`src/rtl/dvga_multisprite_rend.sv`:
```
// Multi-sprite overlay: composites up to NSPR square sprites onto an RGB stream.
// Positions and controls are shadowed at the vsync rise. Colour and timing pass
// through a 3-stage pipeline, and sticky collision flags raise an interrupt.
`timescale 1ns/1ps
module dvga_multisprite_rend #(
  parameter int unsigned NSPR  = 4,
  parameter int unsigned SPRLW = 5,
  parameter int unsigned XCNTW = 11,
  parameter int unsigned YCNTW = 10
) (
  input  logic                      clk,
  input  logic                      rst_n,
  input  logic [XCNTW-1:0]          xpos_i,
  input  logic [YCNTW-1:0]          ypos_i,
  input  logic [7:0]                r_i,
  input  logic [7:0]                g_i,
  input  logic [7:0]                b_i,
  input  logic                      hsync_i,
  input  logic                      vsync_i,
  input  logic                      blank_i,
  output logic [XCNTW-1:0]          xpos_o,
  output logic [YCNTW-1:0]          ypos_o,
  output logic [7:0]                r_o,
  output logic [7:0]                g_o,
  output logic [7:0]                b_o,
  output logic                      hsync_o,
  output logic                      vsync_o,
  output logic                      blank_o,
  input  logic [NSPR-1:0]           spren_i,
  input  logic [NSPR-1:0]           hflip_i,
  input  logic [NSPR-1:0]           vflip_i,
  input  logic [2:0]                swapcolor_i,
  input  logic [NSPR*XCNTW-1:0]     sprx_i,
  input  logic [NSPR*YCNTW-1:0]     spry_i,
  input  logic [NSPR*SPRLW-1:0]     sproffsx_i,
  input  logic [NSPR*SPRLW-1:0]     sproffsy_i,
  output logic [NSPR*2*SPRLW-1:0]   spradr_o,
  input  logic [NSPR*16-1:0]        sprdat_i,
  input  logic                      coll_clr_i,
  output logic [NSPR-1:0]           coll_o,
  output logic                      irq_o
);

  localparam int unsigned XW1  = XCNTW + 1;
  localparam int unsigned YW1  = YCNTW + 1;
  localparam int unsigned SPRW = 1 << SPRLW;

  // Shadowed sprite controls
  logic                  vs_prev_q, vs_prev_d;
  logic [NSPR-1:0]       en_q, en_d, hflip_q, hflip_d, vflip_q, vflip_d;
  logic [NSPR*XCNTW-1:0] sprx_q, sprx_d;
  logic [NSPR*YCNTW-1:0] spry_q, spry_d;
  logic [NSPR*SPRLW-1:0] offx_q, offx_d, offy_q, offy_d;
  // Pipeline state; timing vectors are {hsync, vsync, blank}
  logic [NSPR-1:0]       hit1_q, hit1_d;
  logic [23:0]           rgb1_q, rgb1_d, rgb2_q, rgb2_d;
  logic [2:0]            tim1_q, tim1_d, tim2_q, tim2_d, tim3_q, tim3_d;
  logic                  any2_q, any2_d;
  logic [14:0]           pix2_q, pix2_d;
  logic [7:0]            r_q, r_d, g_q, g_d, b_q, b_d;
  logic [NSPR-1:0]       coll_q, coll_d;
  logic                  irq_q, irq_d;
  logic [XCNTW-1:0]      xpos_q, xpos_d;
  logic [YCNTW-1:0]      ypos_q, ypos_d;
  // Combinational helpers
  logic [NSPR-1:0]       inside_c, op_c;
  logic [XW1-1:0]        dx_c;
  logic [YW1-1:0]        dy_c;
  logic [SPRLW-1:0]      col_c, row_c;
  logic [14:0]           win_c;
  logic [3:0]            cnt_c;

  // Per-sprite hit test and RAM address, from the current pixel and the shadows
  always_comb begin
    inside_c = '0;
    spradr_o = '0;
    dx_c     = '0;
    dy_c     = '0;
    col_c    = '0;
    row_c    = '0;
    for (int i = 0; i < int'(NSPR); i++) begin
      dx_c = XW1'(xpos_i) - XW1'(sprx_q[i*XCNTW +: XCNTW]) + XW1'(offx_q[i*SPRLW +: SPRLW]);
      dy_c = YW1'(ypos_i) - YW1'(spry_q[i*YCNTW +: YCNTW]) + YW1'(offy_q[i*SPRLW +: SPRLW]);
      inside_c[i] = (dx_c < XW1'(SPRW)) && (dy_c < YW1'(SPRW));
      // Mirroring is 2^SPRLW-1-v, which is the bitwise complement
      col_c = hflip_q[i] ? ~dx_c[SPRLW-1:0] : dx_c[SPRLW-1:0];
      row_c = vflip_q[i] ? ~dy_c[SPRLW-1:0] : dy_c[SPRLW-1:0];
      spradr_o[i*2*SPRLW +: 2*SPRLW] = {row_c, col_c};
    end
  end

  // Next-state: shadow load, pipeline stages, priority select, collision flags
  always_comb begin
    vs_prev_d = vsync_i;
    en_d      = en_q;
    hflip_d   = hflip_q;
    vflip_d   = vflip_q;
    sprx_d    = sprx_q;
    spry_d    = spry_q;
    offx_d    = offx_q;
    offy_d    = offy_q;
    op_c      = '0;
    win_c     = '0;
    cnt_c     = '0;

    if (vsync_i && !vs_prev_q) begin
      en_d    = spren_i;
      hflip_d = hflip_i;
      vflip_d = vflip_i;
      sprx_d  = sprx_i;
      spry_d  = spry_i;
      offx_d  = sproffsx_i;
      offy_d  = sproffsy_i;
    end

    // Stage 1
    hit1_d = inside_c & en_q;
    rgb1_d = {r_i, g_i, b_i};
    tim1_d = {hsync_i, vsync_i, blank_i};
    xpos_d = xpos_i;
    ypos_d = ypos_i;

    // Stage 2: descending scan so the lowest opaque index wins
    for (int i = int'(NSPR) - 1; i >= 0; i--) begin
      op_c[i] = hit1_q[i] & sprdat_i[16*i+15];
      cnt_c   = cnt_c + 4'(op_c[i]);
      if (op_c[i]) win_c = sprdat_i[16*i +: 15];
    end
    any2_d = |op_c;
    pix2_d = any2_d ? (win_c ^ {{5{swapcolor_i[2]}}, {5{swapcolor_i[1]}}, {5{swapcolor_i[0]}}})
                    : 15'd0;
    rgb2_d = rgb1_q;
    tim2_d = tim1_q;

    // Collision: new bits win over a simultaneous clear
    coll_d = coll_clr_i ? '0 : coll_q;
    if (!tim1_q[0] && (cnt_c >= 4'd2)) coll_d = coll_d | op_c;
    irq_d = |coll_d;

    // Stage 3: 5-bit to 8-bit replication, blank forces black
    tim3_d = tim2_q;
    if (tim2_q[0]) begin
      r_d = 8'd0;
      g_d = 8'd0;
      b_d = 8'd0;
    end else if (any2_q) begin
      r_d = {pix2_q[14:10], pix2_q[14:12]};
      g_d = {pix2_q[9:5],   pix2_q[9:7]};
      b_d = {pix2_q[4:0],   pix2_q[4:2]};
    end else begin
      r_d = rgb2_q[23:16];
      g_d = rgb2_q[15:8];
      b_d = rgb2_q[7:0];
    end
  end

  // State registers
  always_ff @(posedge clk or negedge rst_n) begin
    if (!rst_n) begin
      vs_prev_q <= 1'b0;
      en_q      <= '0;
      hflip_q   <= '0;
      vflip_q   <= '0;
      sprx_q    <= '0;
      spry_q    <= '0;
      offx_q    <= '0;
      offy_q    <= '0;
      hit1_q    <= '0;
      rgb1_q    <= '0;
      tim1_q    <= '0;
      any2_q    <= 1'b0;
      pix2_q    <= '0;
      rgb2_q    <= '0;
      tim2_q    <= '0;
      r_q       <= '0;
      g_q       <= '0;
      b_q       <= '0;
      tim3_q    <= '0;
      coll_q    <= '0;
      irq_q     <= 1'b0;
      xpos_q    <= '0;
      ypos_q    <= '0;
    end else begin
      vs_prev_q <= vs_prev_d;
      en_q      <= en_d;
      hflip_q   <= hflip_d;
      vflip_q   <= vflip_d;
      sprx_q    <= sprx_d;
      spry_q    <= spry_d;
      offx_q    <= offx_d;
      offy_q    <= offy_d;
      hit1_q    <= hit1_d;
      rgb1_q    <= rgb1_d;
      tim1_q    <= tim1_d;
      any2_q    <= any2_d;
      pix2_q    <= pix2_d;
      rgb2_q    <= rgb2_d;
      tim2_q    <= tim2_d;
      r_q       <= r_d;
      g_q       <= g_d;
      b_q       <= b_d;
      tim3_q    <= tim3_d;
      coll_q    <= coll_d;
      irq_q     <= irq_d;
      xpos_q    <= xpos_d;
      ypos_q    <= ypos_d;
    end
  end

  assign xpos_o  = xpos_q;
  assign ypos_o  = ypos_q;
  assign r_o     = r_q;
  assign g_o     = g_q;
  assign b_o     = b_q;
  assign hsync_o = tim3_q[2];
  assign vsync_o = tim3_q[1];
  assign blank_o = tim3_q[0];
  assign coll_o  = coll_q;
  assign irq_o   = irq_q;

endmodule

```
`config.mk`:
```
export PLATFORM = sky130hd
export DESIGN_NAME = dvga_multisprite_rend
export DESIGN_NICKNAME = d
export VERILOG_FILES = /design/src/rtl/dvga_multisprite_rend.sv
export SDC_FILE = /design/constraint.sdc
export NUM_CORES = 1
export LEC_CHECK = 0
export CAP_MARGIN = 10
export CORE_MARGIN = 3
export CORE_UTILIZATION = 51
export DETAILED_ROUTE_END_ITERATION = 10
export GPL_ROUTABILITY_DRIVEN = 0
export PLACE_DENSITY = 0.81
export SETUP_SLACK_MARGIN = 0.1
export SYNTH_ARGS = -nofsm -noshare
export SYNTH_HDL_FRONTEND = slang
export SYNTH_SLANG_ARGS = --single-unit
```
`constraint.sdc`:
```
create_clock -name clk -period 3.5 [get_ports clk]
set_clock_uncertainty 0.05 [all_clocks]
set_input_delay 0.35 -clock clk [delete_from_list [all_inputs] [get_ports clk]]
set_output_delay 0.35 -clock clk [all_outputs]
set_load 0.02 [all_outputs]
```
# == After elaboration in Yosys (flattened, before gate mapping) ==
# Cells that the tools add are included.
# classes
addsub,19
n_lt_le_gt_ge,9
mux,21
bitwise_logic,15
n_reduce_logical,10
# ops
op,count
two-way mux 15 bit,5
adder 12 x 5 -> 12 bit,4
"less-than comparator 12 x 6 -> 1 bit, second input constant",4
two-way mux 8 bit,6
subtractor 11 x 11 -> 12 bit,4
adder 11 x 5 -> 11 bit,4
"less-than comparator 11 x 6 -> 1 bit, second input constant",4
subtractor 10 x 10 -> 11 bit,4
two-way mux 5 bit,8
inverter 5 bit,8
bitwise XOR 15 bit,1
two-way mux 4 bit,2
OR reduction 4 bit,2
logical AND 1 bit,6
adder 3 x 1 -> 4 bit,1
AND 1 bit,4
AND 4 bit,1
">= comparator 4 x 2 -> 1 bit, second input constant",1
bitwise OR 4 bit,1
adder 2 x 1 -> 3 bit,1
adder 1 x 1 -> 2 bit,1
logical NOT 1 bit,2
# word_totals
register_bits,264
out_inout_bits,93
elab_cells,97

# == Depth between registers and ports, before layout ==
# depth
depth_word,8
mapped_depth,14
depth_no_buf,14

# == Worst setup path before layout ==
# No wires, ideal clock.
# synth_path
path_type,input to register
from,input ypos_i[2]
to,register hit1_q[3]
setup_ns,0.122
t_arrival_ns,2.868
required_ns,3.328
path_slack_ns,0.461
cell_stages,12
cell_sequence,inv_1 > fa_1 > inv_1 > ha_1 > and3_1 > a221o_1 > o41ai_2 > nor2_1 > o21a_1 > a21oi_1 > nor3b_1 > o2111a_1
# synth_between
elab_chain_cells,5
# synth_lines
item,line,rtl
start: declaration,14,"input logic [YCNTW-1:0] ypos_i,"
subtractor 10 x 10 -> 11 bit,83,dy_c = YW1'(ypos_i) - YW1'(spry_q[i*YCNTW +: YCNTW]) + YW1'(offy_q[i*SPRLW +: SPRLW]);
adder 11 x 5 -> 11 bit,83,
less-than comparator 11 x 6 -> 1 bit,84,inside_c[i] = (dx_c < XW1'(SPRW)) && (dy_c < YW1'(SPRW));
logical AND 1 bit,84,
AND 4 bit,117,hit1_d = inside_c & en_q;
net hit1_d[3],55,"logic [NSPR-1:0] hit1_q, hit1_d;"
end signal: assignment,192,hit1_q <= hit1_d;
end: declaration,55,
# The timed path passes the listed nets, and every way through them passes these cells.
# A chain may end at the register's enable or synchronous reset.

# == Worst setup path in the final report ==
# layout_path
from,input xpos_i[4]
to,output spradr_o[14]
# layout_between
elab_chain_cells,4
# layout_lines
item,line,rtl
start: declaration,13,"input logic [XCNTW-1:0] xpos_i,"
subtractor 11 x 11 -> 12 bit *,82,dx_c = XW1'(xpos_i) - XW1'(sprx_q[i*XCNTW +: XCNTW]) + XW1'(offx_q[i*SPRLW +: SPRLW]);
adder 12 x 5 -> 12 bit *,82,
inverter 5 bit,86,col_c = hflip_q[i] ? ~dx_c[SPRLW-1:0] : dx_c[SPRLW-1:0];
two-way mux 5 bit *,86,
end: declaration,37,"output logic [NSPR*2*SPRLW-1:0] spradr_o,"
# Every way passes the cells marked *; elsewhere a longest branch is shown, timed or not.

==> summary.md <==
| Metric | Value |
|---|---|
| Status | `complete, no violations` |
| Fin crit share | `0.943` |
| Avg Inst Size Synth | `10.1 sq um` |
| Largest area contributor in the netlist | `dfrtp_1` |
| CTS tree | `built` |
| Initial antenna violation count | `5` |
| Depth of the CTS H-tree | `1` |
| Avg WL per Cell | `18.1 microns` |
| Static Leak | `9.56 nW` |
| Cell Area, Synth | `0.0152 sq mm` |
| TNS Setup | `0 ps` |
| Commonest non-fill, non-tap cells in the layout | `317 x clkdlybuf4s50_1, 263 x dfrtp_1, 204 x inv_1` |
| Multi-input gate area | `0.00767 sq mm` |
| Library cells used by synthesis | `67` |
| First-pass GRT wire length | `66.2 mm` |
| Post-synthesis sequential area ratio | `0.434` |
| Num ports | `347` |
| #FFs+latches synth | `263` |
| Area growth syn-to-layout | `35.7%` |
| Root Buffer | `clkbuf_16` |
| Fin util | `0.709` |
| Nets@finish | `2349` |
| Final Hold Vio Count | `0` |
| Port Buffer Count | `346` |
| Most common cell after layout, fill and taps aside | `clkdlybuf4s50_1` |
| Half-perimeter wire length after placement | `32.4 mm` |
| Crit path kind | `primary input to output port` |
| Vias per cell | `5.32` |
| FF-to-FF Start | `spry_q[22]` |
| Critical-path maximum fanout | `4` |
| # rows | `62` |
| Worst endpoint required time | `3100 ps` |
| Dominant synthesized flop cell | `dfrtp_1` |
| Grt total ovfl | `0` |
| Die width | `178 microns` |
| Max Clk Rate | `0.303 GHz` |
| Max Root-Sink Buffers | `3` |
| Clock Sinks | `263` |
| Post-DRT Antenna Nets | `0` |
| Final setup fails | `0` |
| Maxcap violations | `0` |
| CTS clk-pin slew, worst paths | `70 ps` |
| Clk_lat worst skew | `550 ps` |
| Synth top area share | `0.434` |
| Hold Path Class | `primary input to flip-flop` |
| Setup crit start | `xpos_i[4]` |
| Drt pass-1 iters | `6` |
| Worst-Margin Slew | `1120 ps` |
| Synth warn | `0` |
| Largest net degree at the start of global routing | `106` |
| Sequential Area | `0.00658 sq mm` |
| Vias in the first global route | `12.9k` |
| Worst VDD drop | `0.000514 V` |
| Layout cells sized above 1 | `0.123` |
| Die footprint | `0.0318 sq mm` |
| Worst Setup End Kind | `output port` |
| CTS Buf Count | `29` |
| Async SR Flop Fraction | `1.00` |
| Vias | `12.4k` |
| Total Wirelength | `42.1 mm` |
| Crit start category | `primary input` |
| Residual DRC count | `0` |
| Die Height | `178 microns` |
| Initial Util | `0.523` |
| Tmin final | `3300 ps` |
| Syn Nets | `1940` |
| Syn Inst Count | `1508` |
| Slew Limit Fails | `0` |
| Filler cell count | `2055` |
| Unrepaired setup endpoints after global routing | `yes` |
| Synth top area cells | `dfrtp_1 43%, ha_1 11%, fa_1 5.4%` |
| Drt first-iter violations | `740` |
| CP arrival | `2900 ps` |
| Core region area | `0.0290 sq mm` |
| GRT Total Usage | `0.262` |
| Hold path startpoint | `r_i[5]` |
| PD cells | `590 mW/mm^2` |
| Max-Slew Margin vs Limit | `0.252` |
| Number of enable flip-flop cells after synthesis | `0` |
-- area by class of cell --
type	instances	share of cell area
Clock inverter	19	0.00888
Multi-Input combinational cell	982	0.373
Tap cell	384	0.0233
Inverter	210	0.0383
Sequential cell	263	0.320
Antenna cell	2	0.000243
Timing Repair Buffer	431	0.199
Clock buffer	34	0.0376
-- synth_stat cells (41+ instances only) --
cell type	number
clkbuf_1	43
a21oi_1	88
nand2_1	128
fa_1	41
xnor2_1	53
inv_1	210
nor2_1	77
mux2_2	54
ha_1	137
dfrtp_1	263
xor2_1	46
o21ai_0	118
-- worst max-delay path, cell delays in order --
cell,delay [ps]
clkdlybuf4s50_1,470
inv_1,150
fa_1,570
inv_1,50
ha_1,320
buf_4,150
buf_4,130
xor2_1,160
xnor2_1,180
dlygate4sd2_1,360
-- power breakdown --
part | total (mW) | leakage [nW] | internal [mW] | switching [mW]
registers | 3.47 | 3.21 | 3.31 | 0.155
logic | 5.64 | 5.88 | 2.60 | 3.04
clock network | 3.05 | 0.470 | 1.75 | 1.30
total | 12.2 | 9.56 | 7.66 | 4.49
-- per-stage QoR --
stage / cell area, sq um / hold WS [ps] / instances / setup slack [ps] / power, mW
finish: 20600 / 182 / 2325 / 199 / 12.2
global route: 20600 / 161 / 2324 / 40.9 / 12.9
CTS: 20500 / 160 / 2322 / 110 / 12.2
detailed placement: 19600 / 285 / 2268 / -467 / 9.23
global placement: 19600 / 281 / 2268 / -391 / 9.06
floorplan: 15200 / 4.41 / 1508 / 461 / 6.83
-- worst paths after layout --
kind / to / slack [ps] / cells past startpoint
setup / recovery: spradr_o[14] / 200 / 10
hold / removal: rgb1_q[21] / 180 / 1
setup reg to reg: hit1_q[2] / 240 / 11
hold reg to reg: rgb2_q[13] / 300 / 0
max in group asynchronous: ypos_o[0] / 1970 / 3
min in group asynchronous: r_o[1] / 320 / 2
-- per-layer routing --
layer  up-vias  GRT usage  part of all wire
li1       5877          -                 -
met1      5978      0.307              0.39
met2       432      0.479              0.51
met3        81     0.0579             0.078
met4         8     0.0753             0.027
met5         -          0            0.0013
-- sequential cells by signal, summed over array words and instances (netlist names) --
signal / cells
sprx_q: 44
ypos_o: 10
irq_o: 1
offy_q: 20
hflip_q: 4
tim3_q: 3
offx_q: 20
spry_q: 40
hit1_q: 4
b_o: 8
rgb2_q: 24
coll_o: 4
any2_q: 1
tim2_q: 3
xpos_o: 11
rgb1_q: 24
pix2_q: 15
vflip_q: 4
r_o: 8
en_q: 4
g_o: 8
tim1_q: 3
-- repair_timing --
item,in CTS,in global routing
hold buffers,1,0
setup buffers,0,1
endpoints found under the hold margin,83,0
pin swaps,0,3
resized for setup,36,29
endpoints found under the setup margin,27,21
-- cells by family after synthesis --
logic type               count (synthesis)  share of synthesized area
AND/OR/NAND/NOR                        332                      0.102
AO/OA/AOI/OAI                          309                      0.128
multiplexers                            64                     0.0467
XOR/XNOR                                99                     0.0572
flip-flops                             263                      0.434
adder cells (fa/ha/maj)                178                      0.167
buffers and inverters                  263                     0.0657
Note: power is estimated with default switching activity, not from simulation.
